$ cat src/rtl/riscv_pkg.sv
// Shared definitions for the memory arbiter: default bus width, FSM state encoding
// and the encoding used to record which port owns the memory.
package riscv_pkg;

    localparam int XLEN = 32;

    typedef enum logic [1:0] {
        IDLE  = 2'd0,
        GNT_I = 2'd1,
        GNT_D = 2'd2,
        RESP  = 2'd3
    } arb_state_e;

    localparam logic       OWNER_I = 1'b0;
    localparam logic       OWNER_D = 1'b1;
    localparam logic [3:0] BE_ALL  = 4'b1111;

endpackage

$ cat src/rtl/mem_arbiter.sv
// Arbitrates a single-ported memory between instruction fetch and data access.
// Build macro ARB_ROUND_ROBIN_EN: alternate grants on contention instead of data-first priority.
//
// state | meaning
// IDLE  | arbitrate pending requests, latch the winner onto mem_*
// GNT_I | fetch owns the memory, mem_req held until mem_ready
// GNT_D | data port owns the memory, mem_req held until mem_ready
// RESP  | one-cycle done pulse to the owner, nothing is granted
module mem_arbiter #(
    parameter int XLEN = riscv_pkg::XLEN
) (
    input  logic            clk,
    input  logic            rst,
    input  logic            if_req,
    input  logic [XLEN-1:0] if_addr,
    output logic [XLEN-1:0] if_rdata,
    output logic            if_done,
    input  logic            d_req,
    input  logic            d_we,
    input  logic [XLEN-1:0] d_addr,
    input  logic [XLEN-1:0] d_wdata,
    input  logic [3:0]      d_be,
    output logic [XLEN-1:0] d_rdata,
    output logic            d_done,
    output logic            mem_req,
    output logic            mem_we,
    output logic [XLEN-1:0] mem_addr,
    output logic [XLEN-1:0] mem_wdata,
    output logic [3:0]      mem_be,
    input  logic [XLEN-1:0] mem_rdata,
    input  logic            mem_ready
);
    import riscv_pkg::*;

    arb_state_e      state_q, state_d;
    logic            owner_q, owner_d;
    logic            mem_we_q, mem_we_d;
    logic [XLEN-1:0] mem_addr_q, mem_addr_d;
    logic [XLEN-1:0] mem_wdata_q, mem_wdata_d;
    logic [3:0]      mem_be_q, mem_be_d;
    logic [XLEN-1:0] if_rdata_q, if_rdata_d;
    logic [XLEN-1:0] d_rdata_q, d_rdata_d;
    logic            pick_d, pick_i, grant;

`ifdef ARB_ROUND_ROBIN_EN
    logic            rr_last_q, rr_last_d;
`endif

    // Contention rule: only consulted in IDLE, RESP never grants.
    always_comb begin
`ifdef ARB_ROUND_ROBIN_EN
        pick_d = d_req && (!if_req || (rr_last_q == OWNER_I));
`else
        pick_d = d_req;
`endif
        pick_i = if_req && !pick_d;
        grant  = (state_q == IDLE) && (pick_d || pick_i);
    end

    always_ff @(posedge clk or posedge rst) begin
        if (rst) begin
            state_q <= IDLE;
        end else begin
            state_q <= state_d;
        end
    end

    always_comb begin
        state_d = state_q;
        case (state_q)
            IDLE: begin
                if (pick_d) begin
                    state_d = GNT_D;
                end else if (pick_i) begin
                    state_d = GNT_I;
                end
            end
            GNT_I, GNT_D: begin
                if (mem_ready) begin
                    state_d = RESP;
                end
            end
            RESP:    state_d = IDLE;
            default: state_d = IDLE;
        endcase
    end

    always_comb begin
        mem_req = (state_q == GNT_I) || (state_q == GNT_D);
        if_done = (state_q == RESP) && (owner_q == OWNER_I);
        d_done  = (state_q == RESP) && (owner_q == OWNER_D);
    end

    // Request fields are latched once at grant so mem_* cannot move while the memory works.
    always_comb begin
        owner_d     = owner_q;
        mem_we_d    = mem_we_q;
        mem_addr_d  = mem_addr_q;
        mem_wdata_d = mem_wdata_q;
        mem_be_d    = mem_be_q;
        if_rdata_d  = if_rdata_q;
        d_rdata_d   = d_rdata_q;

        if (grant && pick_d) begin
            owner_d     = OWNER_D;
            mem_we_d    = d_we;
            mem_addr_d  = d_addr;
            mem_wdata_d = d_wdata;
            mem_be_d    = d_be;
        end else if (grant) begin
            owner_d     = OWNER_I;
            mem_we_d    = 1'b0;
            mem_addr_d  = if_addr;
            mem_wdata_d = '0;
            mem_be_d    = BE_ALL;
        end

        if ((state_q == GNT_I) && mem_ready) begin
            if_rdata_d = mem_rdata;
        end
        if ((state_q == GNT_D) && mem_ready) begin
            d_rdata_d = mem_rdata;
        end
    end

`ifdef ARB_ROUND_ROBIN_EN
    always_comb begin
        rr_last_d = rr_last_q;
        if (grant) begin
            rr_last_d = owner_d;
        end
    end

    always_ff @(posedge clk or posedge rst) begin
        if (rst) begin
            rr_last_q <= OWNER_I;
        end else begin
            rr_last_q <= rr_last_d;
        end
    end
`endif

    always_ff @(posedge clk or posedge rst) begin
        if (rst) begin
            owner_q     <= OWNER_I;
            mem_we_q    <= 1'b0;
            mem_addr_q  <= '0;
            mem_wdata_q <= '0;
            mem_be_q    <= '0;
            if_rdata_q  <= '0;
            d_rdata_q   <= '0;
        end else begin
            owner_q     <= owner_d;
            mem_we_q    <= mem_we_d;
            mem_addr_q  <= mem_addr_d;
            mem_wdata_q <= mem_wdata_d;
            mem_be_q    <= mem_be_d;
            if_rdata_q  <= if_rdata_d;
            d_rdata_q   <= d_rdata_d;
        end
    end

    assign mem_we    = mem_we_q;
    assign mem_addr  = mem_addr_q;
    assign mem_wdata = mem_wdata_q;
    assign mem_be    = mem_be_q;
    assign if_rdata  = if_rdata_q;
    assign d_rdata   = d_rdata_q;

endmodule
$ cat config.mk
export PLATFORM = sky130hd
export DESIGN_NAME = mem_arbiter
export DESIGN_NICKNAME = d
export VERILOG_FILES = /design/src/rtl/riscv_pkg.sv /design/src/rtl/mem_arbiter.sv
export SDC_FILE = /design/constraint.sdc
export NUM_CORES = 1
export LEC_CHECK = 0
export ABC_AREA = 0
export CAP_MARGIN = 20
export CORE_UTILIZATION = 25
export CTS_BUF_LIST = sky130_fd_sc_hd__clkbuf_8
export CTS_CLUSTER_DIAMETER = 200
export DETAILED_ROUTE_END_ITERATION = 16
export DONT_BUFFER_PORTS = 1
export MAX_ROUTING_LAYER = met4
export SLEW_MARGIN = 20
export SYNTH_ARGS = -nofsm -noshare
export SYNTH_HDL_FRONTEND = slang
export SYNTH_SLANG_ARGS = --single-unit
export TNS_END_PERCENT = 5
$ cat constraint.sdc
create_clock -name clk -period 13.5 [get_ports clk]
set_clock_uncertainty 0.1 [all_clocks]
set_input_delay 2.025 -clock clk [delete_from_list [all_inputs] [get_ports clk]]
set_output_delay 2.025 -clock clk [all_outputs]
set_load 0.02 [all_outputs]
; ---- After elaboration in Yosys (flattened, before gate mapping)
; Cells that the tools add are included.
[word_totals]
in_bits = 138
regBits = 136
[op_classes]
muxes = 13
eq_ne = 5
n_reduce_logical = 14
n_bitwise = 1
[ops]
columns = op, n
row1 = 2-to-1 mux 32 bit, 4
row2 = 2-to-1 mux 4 bit, 2
row3 = logical AND 1 bit, 7
row4 = 2-to-1 mux 2 bit, 3
row5 = one-hot mux 2 bit (3 select lines), 1
row6 = "== test 2 bit, second input constant", 2
row7 = 2-to-1 mux 1 bit, 3
row8 = "!= test 3 bit, second input constant", 1
row9 = "== test 2 x 1 -> 1 bit, second input constant", 1
row10 = zero test 2 bit, 1
row11 = logical OR 1 bit, 2
row12 = "!= test 2 bit, second input constant", 1
row13 = AND reduction 2 bit, 1
row14 = nonzero test 2 bit, 1
row15 = OR reduction 2 bit, 1
row16 = zero test 1 bit, 1
row17 = NOT 1 bit, 1

; ---- Logic depth before layout (Yosys ltp)
; Gate-level depths: netlist of run 1.
[logic_depth]
depth_word = 6
depth_mapped = 8
depth_no_buf = 5

; ---- Worst setup path before layout of run 1
; No wires, ideal clock.
[synth_timing]
path_type = register -> output
startpoint = reg state_q[0]
endpoint = out mem_req
setup_slack_ns = 10.539
required_ns = 11.375
n_path_buf = 0
arrival_time_ns = 0.836
path_stages_with_launch = 3
path_cell_list = dfrtp_1 inv_1 ha_1
[synth_via]
elab_chain_len = 2
word_cells_on_any_way = 3
classes_between = eq/ne: 2 / reduce/logical: 1
[synth_lines]
columns = element, line
row1 = "start, declared", mem_arbiter.sv:35  ; arb_state_e state_q, state_d;
row2 = "start signal, assigned", mem_arbiter.sv:64  ; state_q <= state_d;
row3 = == test 2 x 1 -> 1 bit / == test 2 bit (equally long branches), mem_arbiter.sv:89  ; mem_req = (state_q == GNT_I) || (state_q == GNT_D);
row4 = logical OR 1 bit *, mem_arbiter.sv:89
row5 = "end, declared", mem_arbiter.sv:25  ; output logic mem_req,
; Every way passes the cells marked *; elsewhere a longest branch is shown, timed or not.

; ---- Worst setup path after layout of run 1
[layout_timing]
startpoint = reg state_q[0]
endpoint = out if_done
[layout_via]
elab_chain_len = 2
[layout_lines]
columns = element, line
row1 = == test 2 bit, mem_arbiter.sv:90  ; if_done = (state_q == RESP) && (owner_q == OWNER_I);
row2 = logical AND 1 bit, mem_arbiter.sv:90
row3 = "end, declared", mem_arbiter.sv:17  ; output logic if_done,
; No other way between the ends.

==> out/results.env, run 1 <==
RUN_STATUS='finished, final reports clean'
SLEW-LIMIT-HEADROOM=0.4159
WORST_HOLD_SLACK_PS=402.4
FIN_CRIT_PS=3563
IRDROPWORSTVDD_mV=0.08063
FIN_NETS=558
LEAKAGE_nW=2.817
CTS_ROOT_BUFFER_TYPE='sky130_fd_sc_hd__clkbuf_8'
SYNTH.LIB_CELLS_USED.DISTINCT=20
TIMING.FINAL.MAX_SLEW_VIOLATIONS=0
PLACE.PORT_BUFFERS=0
SYNTH_AREA_LEADERS='sky130_fd_sc_hd__dfrtp_1, sky130_fd_sc_hd__mux2_2, sky130_fd_sc_hd__a22o_1'
MOST_COMMON_LIBRARY_CELL_IN_THE_LAYOUT_IGNORING_FILL_AND_TAPS='sky130_fd_sc_hd__dfrtp_1'
POSTROUTEANTENNANETS=0
AVGVIACOUNTPERCELL=4.823
GRT_OVERFLOW=0
MAX_CAP_VIOLATIONS=0
REMAINING_DRC_ERRORS=0
WORSTREG2REGEND='mem_wdata[28]'
YOSYSSEQAREASHARE=0.6107
FINALNONFILLERCELLS=708
ACHIEVABLE-FREQUENCY_GHz=0.2807
YS_WARN_COUNT=0
STD_CELL_ROWS=54
NFILLCELLS=2221
DRIVE_ABOVE_1_SHARE=0.2453
CRITICAL_PATH_REQUIRED_PS=11380
POST_SYNTH_INST_COUNT=423
REGISTER_TO_REGISTER_PATH_DEPTH=5
USE_MET1=0.1351
POST-ROUTE-PERIOD-UTIL=0.2639
FINALSETUPVIOLATIONS=0
DIE_H_UM=151.3
DIE_W_UM=151.3
ROUTE.DETAILED.WL_PER_INST_UM=19.71
GRT_PASS1_WL_MM=20.03
POST-ROUTE-WORST-SETUP-SLACK_PS=9937
ROUTED_WL_MM=13.95
SYNTH_FP_NETS=566
CRIT_PATH_END_KIND='output port'
GLOBAL_ROUTE.USAGE.MET3=0.03645
DRT_PASS1_ITERATIONS=4
AREA_TAKEN_BY_MULTI_INPUT_LOGIC_GATES_UM2=1986
ANTENNA_FOUND_INITIAL=0
POWER_mW=1.774
TRITONCTS_CLOCK_TREE='yes'
SYN-CELL-AREA_UM2=5573
CTS_MAX_PATH_BUFFERS=2
CLOCK_LATENCY_PS=440
MIN-DELAY-PATH-CLASS='flip-flop to flip-flop'
PRE_CTS_SLACK_PS=9998
CLOCK-SINKS=136
INITIAL_CORE_UTIL=0.2554
TRITONCTS.NUM_BUFFERS=17
CRIT-REG2REG-LAUNCH='state_q[0]'
SEQUENTIAL_CELL_AREA_UM2=3403
GRT_MOST_USED_LAYER='met2'
COMMONEST_CELLS_AFTER_ROUTING_FILL_AND_TAPS_ASIDE='sky130_fd_sc_hd__dfrtp_1, sky130_fd_sc_hd__nand2_1, sky130_fd_sc_hd__a22o_1'
UNREPAIRED_SETUP_ENDPOINTS_AFTER_GLOBAL_ROUTING='false'
SYN-MEAN-INSTANCE-AREA_UM2=13.17
REG2REG_SETUP_SLACK_PS=11290
POST_CTS_RESIZE_COUNT=0
PLACE_CONGESTION=0.7729
YOSYS_REG_BITS=136
GRT_START_MAX_NET_PINS=71
TOP_LEVEL_PORTS=274
SYNTH.TOP_CELL.AREA_SHARE=0.6107
SYNTH_TOP_CELL_BY_AREA='sky130_fd_sc_hd__dfrtp_1'
WORST_SETUP_PATH_START_KIND='flip-flop'
CRIT_PATH_MAX_FANOUT=3
WORSTSETUPENDPOINT='if_done'
TIMING.FINAL.HOLD_VIOLATIONS=0
DP_CELLS=676
CRITICAL_PATH_CLASS='flip-flop to output port'
DETAILEDPLACEMENTHPWL_MM=9.534
HTREE_LEVELS=4
AREAGROWTHSYNTHTOFINISH_PCT=11.79
ROUTE.VIAS.TOTAL=3415
WORST-SLEW-PIN-TRANSITION_PS=876.2
TRACK_USAGE=0.1227
FIRST_GLOBAL_VIAS=3695
ARRIVAL_PS=1440
CORE_UM2=21820
PATH_CLK_SLEW_PS=90
CTS_HOLD_BUF=0
INSERTEDDIODECOUNT=0
TOTAL_NEGATIVE_SETUP_SLACK_PS=0
DIEAREA_UM2=22890
CELLPOWERDENSITY_nW_PER_UM2=284.7
GRT_UTIL_MET2=0.2050
CTS_SETUP_BUFFERS=0
DETAILEDROUTE.FIRSTITERATIONVIOLATIONS=133
WORSTSETUPSTARTPOINT='state_q[0]'
==> cell usage after synthesis <==
cell type / n
sky130_fd_sc_hd__buf_1: 1
sky130_fd_sc_hd__mux2i_1: 3
sky130_fd_sc_hd__o21ai_1: 1
sky130_fd_sc_hd__a22o_1: 65
sky130_fd_sc_hd__buf_2: 18
sky130_fd_sc_hd__o21ai_0: 1
sky130_fd_sc_hd__clkbuf_1: 5
sky130_fd_sc_hd__buf_4: 4
sky130_fd_sc_hd__dfrtp_1: 136
sky130_fd_sc_hd__nor2b_1: 3
sky130_fd_sc_hd__buf_6: 4
sky130_fd_sc_hd__nand2_1: 70
sky130_fd_sc_hd__a21oi_1: 1
sky130_fd_sc_hd__o22a_1: 4
sky130_fd_sc_hd__nor2_1: 1
sky130_fd_sc_hd__mux2_2: 64
sky130_fd_sc_hd__ha_1: 5
sky130_fd_sc_hd__nand3b_1: 32
sky130_fd_sc_hd__and2_1: 2
sky130_fd_sc_hd__inv_1: 3
==> how the worst min path moves through the flow <==
stage,start,endpoint,slack (ps),cells after the start
3_5_place_dp,owner_q,owner_q,400,2
4_1_cts,owner_q,owner_q,410,2
2_1_floorplan,owner_q,owner_q,360,2
3_3_place_gp,owner_q,owner_q,390,2
5_1_grt,owner_q,owner_q,500,2
6_report,owner_q,owner_q,400,2
==> worst max-delay path, cell delays in order, from the launching register on <==
cell                      delay, ps
sky130_fd_sc_hd__dfrtp_1        390
sky130_fd_sc_hd__ha_1           200
sky130_fd_sc_hd__nor2b_1        410
==> power by group <==
group          total, mW  switching [mW]  internal [mW]
Combinational      0.386           0.175          0.211
Sequential          1.02           0.404          0.611
Clock              0.373           0.173          0.200
==> flip-flops by register name, indices dropped and copies added, names as in the netlist <==
| register | count |
|---|---|
| state_q | 2 |
| mem_we | 1 |
| mem_wdata | 32 |
| mem_be | 4 |
| if_rdata | 32 |
| owner_q | 1 |
| d_rdata | 32 |
| mem_addr | 32 |
==> through the flow <==
step,util,instance area (µm²)
3_3_place_gp,0.2654,5792
2_1_floorplan,-,5573
6_report,0.2855,6230
3_5_place_dp,0.2654,5792
5_1_grt,0.2855,6230
4_1_cts,0.2854,6228
==> cells by family after synthesis <==
logic type	Yosys count	share of synthesized area
mux	67	0.1347
fa+ha+maj	5	0.01123
compound gates	72	0.1111
flops	136	0.6107
buf+inv	35	0.03570
simple gates	108	0.09654
==> routing by layer <==
metal / share of wire / vias up
met1: 0.40 / 1756
met3: 0.069 / 14
met5: 0 / -
met2: 0.52 / 164
met4: 0.015 / 0
li1: - / 1481
==> final cells by class <==
cell class	count	share of cell area
inverter	3	0.002611
multi-input combinational	252	0.3187
clock inverter	12	0.02591
clock buffer	20	0.04419
sequential	136	0.5463
timing repair buffer	5	0.006025
tap	280	0.05624
(Power assumes the default switching activity.)
==> run 2: changes to the inputs <==
==> constraint.sdc (replaced) <==
create_clock -name clk -period 3.6 [get_ports clk]
set_clock_uncertainty 0.1 [all_clocks]
set_input_delay 0.54 -clock clk [delete_from_list [all_inputs] [get_ports clk]]
set_output_delay 0.54 -clock clk [all_outputs]
set_load 0.02 [all_outputs]
==> out/results.env, run 2 (same netlist as run 1, synthesis figures left out) <==
RUN_STATUS='finished, final reports clean'
CRIT_PATH_MAX_FANOUT=52  # +49
CLOCK_LATENCY_PS=430  # about the same
TRACK_USAGE=0.1137  # -0.008997
DETAILEDPLACEMENTHPWL_MM=9.254  # -2.9%
DIE_H_UM=151.3  # unchanged
ARRIVAL_PS=2390  # +950 ps
TRITONCTS.NUM_BUFFERS=17  # unchanged
CTS_SETUP_BUFFERS=0  # unchanged
IRDROPWORSTVDD_mV=0.3573  # +340%
POWER.SHARE.SWITCHING=0.4117  # -0.01196
DRT_PASS1_ITERATIONS=4  # unchanged
CRITICAL_PATH_REQUIRED_PS=3800  # -7580 ps
WORST_SETUP_PATH_START_KIND='flip-flop'
SLOWEST_STAGE='sky130_fd_sc_hd__dfrtp_1'
WORST-SLEW-PIN-TRANSITION_PS=838.8  # -37.38 ps
CTS_HOLD_BUF=0  # unchanged
ROUTE.VIAS.TOTAL=3327  # -2.6%
COMMONEST_CELLS_AFTER_ROUTING_FILL_AND_TAPS_ASIDE='sky130_fd_sc_hd__dfrtp_1, sky130_fd_sc_hd__nand2_1, sky130_fd_sc_hd__a22o_1'
FINALSETUPVIOLATIONS=0  # unchanged
CRITICAL_PATH.CELL_CHAIN='inv_1 -> ha_1 -> buf_4 -> o21ai_4 -> buf_4 -> a22o_1'
TOTAL_NEGATIVE_SETUP_SLACK_PS=0  # unchanged
SLEW-LIMIT-HEADROOM=0.4396  # +0.02374
MAX_STAGE_DELAY_PS=410  # about the same
CTS_MAX_PATH_BUFFERS=2  # unchanged
UNREPAIRED_SETUP_ENDPOINTS_AFTER_GLOBAL_ROUTING='false'
POWER_FRAC_COMB=0.215  # -0.002
SEQUENTIAL_CELL_AREA_UM2=3403  # unchanged
POWER.SHARE.SEQUENTIAL=0.568  # -0.004
CP_COMMON_CELL='sky130_fd_sc_hd__buf_4'
LEAKAGE_nW=2.835  # +0.66%
MIN-DELAY-PATH-CLASS='input pin to async pin'
INSERTEDDIODECOUNT=0  # unchanged
CLOCK-SINKS=136  # unchanged
PRE_CTS_SLACK_PS=1088  # -8911 ps
DIE_W_UM=151.3  # unchanged
TOP_LEVEL_PORTS=274  # unchanged
SWITCHING_PWR_mW=2.756  # +270%
CRITICAL_PATH_CLASS='flip-flop to flip-flop'
GRT_START_MAX_NET_PINS=71  # unchanged
CTS_ROOT_BUFFER_TYPE='sky130_fd_sc_hd__clkbuf_8'
TIMING.FINAL.MAX_SLEW_VIOLATIONS=0  # unchanged
MOST_COMMON_LIBRARY_CELL_IN_THE_LAYOUT_IGNORING_FILL_AND_TAPS='sky130_fd_sc_hd__dfrtp_1'
TRITONCTS_CLOCK_TREE='yes'
DETAILEDROUTE.FIRSTITERATIONVIOLATIONS=110  # -17%
CLOCK_NETWORK_POWER_SHARE=0.217  # +0.007
AVGVIACOUNTPERCELL=4.699  # -2.6%
CORE_UM2=21820  # unchanged
FIN_NETS=560  # +0.36%
PLACE.PORT_BUFFERS=0  # unchanged
DIEAREA_UM2=22890  # unchanged
FIN_CRIT_PS=2183
TIMING.FINAL.HOLD_VIOLATIONS=0  # unchanged
STD_CELL_ROWS=54  # unchanged
CP_TOP_FAMILY='buffers and inverters'
POSTROUTEANTENNANETS=0  # unchanged
HTREE_LEVELS=4  # unchanged
ROUTE.DETAILED.WL_PER_INST_UM=18.59  # -5.7%
POST-ROUTE-PERIOD-UTIL=0.6064
GRT_OVERFLOW=0  # unchanged
REMAINING_DRC_ERRORS=0  # unchanged
AREA_TAKEN_BY_MULTI_INPUT_LOGIC_GATES_UM2=1983  # -0.13%
ROUTED_WL_MM=13.16  # -5.7%
CP.BUFFERS_INVERTERS=3  # +3
INTERNAL_POWER_mW=3.938  # +290%
INITIAL_CORE_UTIL=0.2554  # unchanged
CELLPOWERDENSITY_nW_PER_UM2=1067  # +270%
CRIT_PATH_END_KIND='flip-flop'
POST-ROUTE-WORST-SETUP-SLACK_PS=1417  # -8520 ps
ACHIEVABLE-FREQUENCY_GHz=0.4581
PLACE_CONGESTION=0.7872  # +1.9%
POST_CTS_RESIZE_COUNT=0  # unchanged
MAX_CAP_VIOLATIONS=0  # unchanged
GRT_PASS1_WL_MM=18.91  # -5.6%
FIRST_GLOBAL_VIAS=3537  # -4.3%
NFILLCELLS=2206  # -0.68%
ANTENNA_FOUND_INITIAL=0  # unchanged
DRIVE_ABOVE_1_SHARE=0.2430  # -0.002336
AREAGROWTHSYNTHTOFINISH_PCT=12.57
PATH_CLK_SLEW_PS=80  # about the same
==> run 2: cell count changes in the layout (fill, tap and decap cells not counted), sizes merged <==
cell	before	now
inv	8	3
buf	5	7
bufinv	3	5
clkbuf	20	19
clkinv	1	2
clkinvlp	3	4
==> run 2: final timing paths <==
check / from / to / slack (ps) / cells past startpoint
setup / recovery: state_q[0] / mem_addr[3] / 1420 / 6
hold / removal: rst / mem_wdata[21] / 40 / 1
setup reg to reg: state_q[0] / mem_addr[3] / 1420 / 6
hold reg to reg: owner_q / owner_q / 410 / 2
max in group asynchronous: rst / mem_addr[17] / 2560 / 2
min in group clk: d_wdata[4] / mem_wdata[4] / 150 / 1
==> run 2: cell type report <==
type / instances / area share
clock inverters: 11 / 0.03111
flip-flops and latches: 136 / 0.5425
well taps: 280 / 0.05584
inverters: 3 / 0.002393
multi-input cells: 252 / 0.3161
clock buffers: 19 / 0.04168
repair buffers: 7 / 0.01037
==> run 2: per-layer routing <==
metal / up-vias / share of wire / track usage
met4: 0 / 0.014 / 0.04550
met5: - / 0 / -
met1: 1682 / 0.39 / 0.1196
met3: 9 / 0.070 / 0.03343
li1: 1482 / - / -
met2: 154 / 0.53 / 0.1984
==> run 2: per-stage QoR <==
step           area (µm²)    util  total power [mW]  hold WS [ps]  cells
6_report             6274  0.2875             6.694         42.67    708
5_1_grt              6274  0.2875             7.077         73.90    708
4_1_cts              6272  0.2874             6.798         36.37    708
3_5_place_dp         5816  0.2665             5.308         401.4    678
3_3_place_gp         5816  0.2665             5.182         395.2    678
2_1_floorplan        5577       -             4.884         361.0    423
==> run 2: power groups by stage <==
stage | registers (mW) | logic, mW | clock network [mW]
6_report | 3.81 | 1.44 | 1.45
3_5_place_dp | 3.84 | 1.47 | 0
4_1_cts | 3.82 | 1.47 | 1.51
5_1_grt | 3.92 | 1.59 | 1.57
3_3_place_gp | 3.83 | 1.35 | 0
2_1_floorplan | 3.62 | 1.27 | 0
==> run 3: changes to the inputs <==
==> constraint.sdc (replaced) <==
create_clock -name clk -period 2 [get_ports clk]
set_clock_uncertainty 0.1 [all_clocks]
set_input_delay 0.3 -clock clk [delete_from_list [all_inputs] [get_ports clk]]
set_output_delay 0.3 -clock clk [all_outputs]
set_load 0.02 [all_outputs]
==> out/results.env, run 3 (same netlist as run 1, synthesis figures left out) <==
DIEAREA_UM2=22890  # unchanged
POST-ROUTE-WORST-SETUP-SLACK_PS=137.2  # -1280 ps
AREAGROWTHSYNTHTOFINISH_PCT=37.97
GRT_PASS1_WL_MM=22.67  # +20%
GRT_UTIL_MET2=0.2374  # +0.03904
CRITICAL_PATH_CLASS='flip-flop to output port'
RUN_STATUS='finished, final reports clean'
HTREE_LEVELS=4  # unchanged
PLACE_AREA_UM2=5861  # +0.77%
ANTENNA_FOUND_INITIAL=0  # unchanged
CORE_UM2=21820  # unchanged
TIMING.FINAL.HOLD_VIOLATIONS=0  # unchanged
TOP_LEVEL_PORTS=274  # unchanged
PATH_CLK_SLEW_PS=90  # about the same
POST-ROUTE-PERIOD-UTIL=0.9314
MOST_COMMON_LIBRARY_CELL_IN_THE_LAYOUT_IGNORING_FILL_AND_TAPS='sky130_fd_sc_hd__dlygate4sd3_1'
CLOCK_LATENCY_PS=440  # about the same
DIE_H_UM=151.3  # unchanged
FIN_CRIT_PS=1863
GRT_MOST_USED_LAYER='met2'
CRITICAL_PATH_REQUIRED_PS=1600  # -2200 ps
STD_CELL_ROWS=54  # unchanged
SLEW-LIMIT-HEADROOM=0.5235  # +0.08389
ACHIEVABLE-FREQUENCY_GHz=0.5368
ROUTED_WL_MM=15.72  # +19%
USE_MET1=0.1413  # +0.02170
POWER_mW=12.30  # +84%
LEAKAGE_nW=3.404  # +20%
ROUTE.VIAS.TOTAL=4067  # +22%
TRITONCTS.NUM_BUFFERS=17  # unchanged
CLOCK-SINKS=136  # unchanged
INSERTEDDIODECOUNT=0  # unchanged
DETAILEDPLACEMENTHPWL_MM=9.001  # -2.7%
TOTAL_NEGATIVE_SETUP_SLACK_PS=0  # unchanged
DRT_PASS1_ITERATIONS=4  # unchanged
TRITONCTS_CLOCK_TREE='yes'
GLOBAL_ROUTE.USAGE.MET3=0.04006  # +0.006627
CELLPOWERDENSITY_nW_PER_UM2=1599  # +50%
DETAILEDROUTE.FIRSTITERATIONVIOLATIONS=211  # +92%
TIMING.FINAL.MAX_SLEW_VIOLATIONS=0  # unchanged
CRIT_PATH_END_KIND='output port'
ROUTE.DETAILED.WL_PER_INST_UM=18.47  # -0.66%
CTS_MAX_PATH_BUFFERS=2  # unchanged
REMAINING_DRC_ERRORS=0  # unchanged
COMMONEST_CELLS_AFTER_ROUTING_FILL_AND_TAPS_ASIDE='sky130_fd_sc_hd__dlygate4sd3_1, sky130_fd_sc_hd__dfrtp_1, sky130_fd_sc_hd__nand2_1'
DRIVE_ABOVE_1_SHARE=0.1874  # -0.05560
GRT_OVERFLOW=0  # unchanged
PRE_CTS_SLACK_PS=210.4  # -877.4 ps
AVGVIACOUNTPERCELL=4.779  # +1.7%
FIRST_GLOBAL_VIAS=4295  # +21%
TOTAL_NON_FILLER_CELL_AREA_IN_THE_FINISHED_LAYOUT_UM2=7689  # +23%
FIN_NETS=701  # +25%
DIE_W_UM=151.3  # unchanged
ARRIVAL_PS=1460  # -930 ps
MIN-DELAY-PATH-CLASS='input pin to flip-flop'
WORST-SLEW-PIN-TRANSITION_PS=714.7  # -124.1 ps
INITIAL_CORE_UTIL=0.2554  # unchanged
MAX_CAP_VIOLATIONS=0  # unchanged
GRT_START_MAX_NET_PINS=137  # +93%
FINALSETUPVIOLATIONS=0  # unchanged
PLACE_CONGESTION=0.7894  # +0.28%
CTS_SETUP_BUFFERS=0  # unchanged
POSTROUTEANTENNANETS=0  # unchanged
TRACK_USAGE=0.1378  # +0.02413
IRDROPWORSTVDD_mV=0.5071  # +42%
WORST_SETUP_PATH_START_KIND='flip-flop'
CTS_ROOT_BUFFER_TYPE='sky130_fd_sc_hd__clkbuf_8'
CRIT_PATH_MAX_FANOUT=3  # -94%
UNREPAIRED_SETUP_ENDPOINTS_AFTER_GLOBAL_ROUTING='false'
PLACE.PORT_BUFFERS=0  # unchanged
## run 3: changes by cell type in the layout (fill, tap and decap cells not counted), moves of 2 or more
cell	change
sky130_fd_sc_hd__buf_4	-2
sky130_fd_sc_hd__buf_12	+3
sky130_fd_sc_hd__inv_6	+2
sky130_fd_sc_hd__dlygate4sd3_1	+138
sky130_fd_sc_hd__bufinv_16	-2
## run 3: what timing repair did
item,CTS,global route
gates resized for setup,0,1
endpoints found under the hold margin,268,0
hold buffers,141,0
endpoints found under the setup margin,0,2
## run 3: final timing paths
kind | from | end | slack, ps | depth (start not counted)
worst min register to register | owner_q | owner_q | 420 | 2
max in group asynchronous | rst | mem_addr[14] | 790 | 3
worst max register to register | state_q[1] | mem_be[1] | 190 | 4
worst min-delay path | if_req | mem_addr[28] | 50 | 3
min in group asynchronous | rst | mem_wdata[21] | 470 | 3
worst max-delay path | state_q[1] | if_done | 140 | 2
## run 3: layer usage
metal  share of wire  wire (µm)  vias up
li1                -          -     1772
met1            0.38       5969     2059
met2            0.53       8291      208
met3           0.069       1086       28
met4           0.023        368        0
met5               0          0        -
## run 3: area by class of cell
type / instances / area (µm²)
tap: 280 / 350.3
fill: 2040 / 14130
sequential: 136 / 3403
clock buffer: 19 / 261.5
clock inverter: 13 / 167.7
multi-input combinational: 252 / 1982
timing repair buffer: 148 / 1509
inverter: 3 / 15.01
## run 3: critical path, stage by stage (launching register included)
cell and delay [ps]:
sky130_fd_sc_hd__dfrtp_1 390, sky130_fd_sc_hd__ha_1 230, sky130_fd_sc_hd__nor2b_1 400
## run 3: through the flow
| stage | hold WS [ps] | cells | utilization |
|---|---|---|---|
| after floorplan | 339.7 | 423 | - |
| after global placement | 326.7 | 679 | 0.2685 |
| after detailed placement | 343.8 | 679 | 0.2685 |
| after CTS | 0.3242 | 852 | 0.3529 |
| after global routing | 5.332 | 851 | 0.3523 |
| final | 46.79 | 851 | 0.3523 |
## run 3: report_power, final
group,internal [mW],total (mW),switching [mW]
clock,1.32,2.47,1.15
combinational,1.68,2.96,1.28
sequential,4.12,6.87,2.75
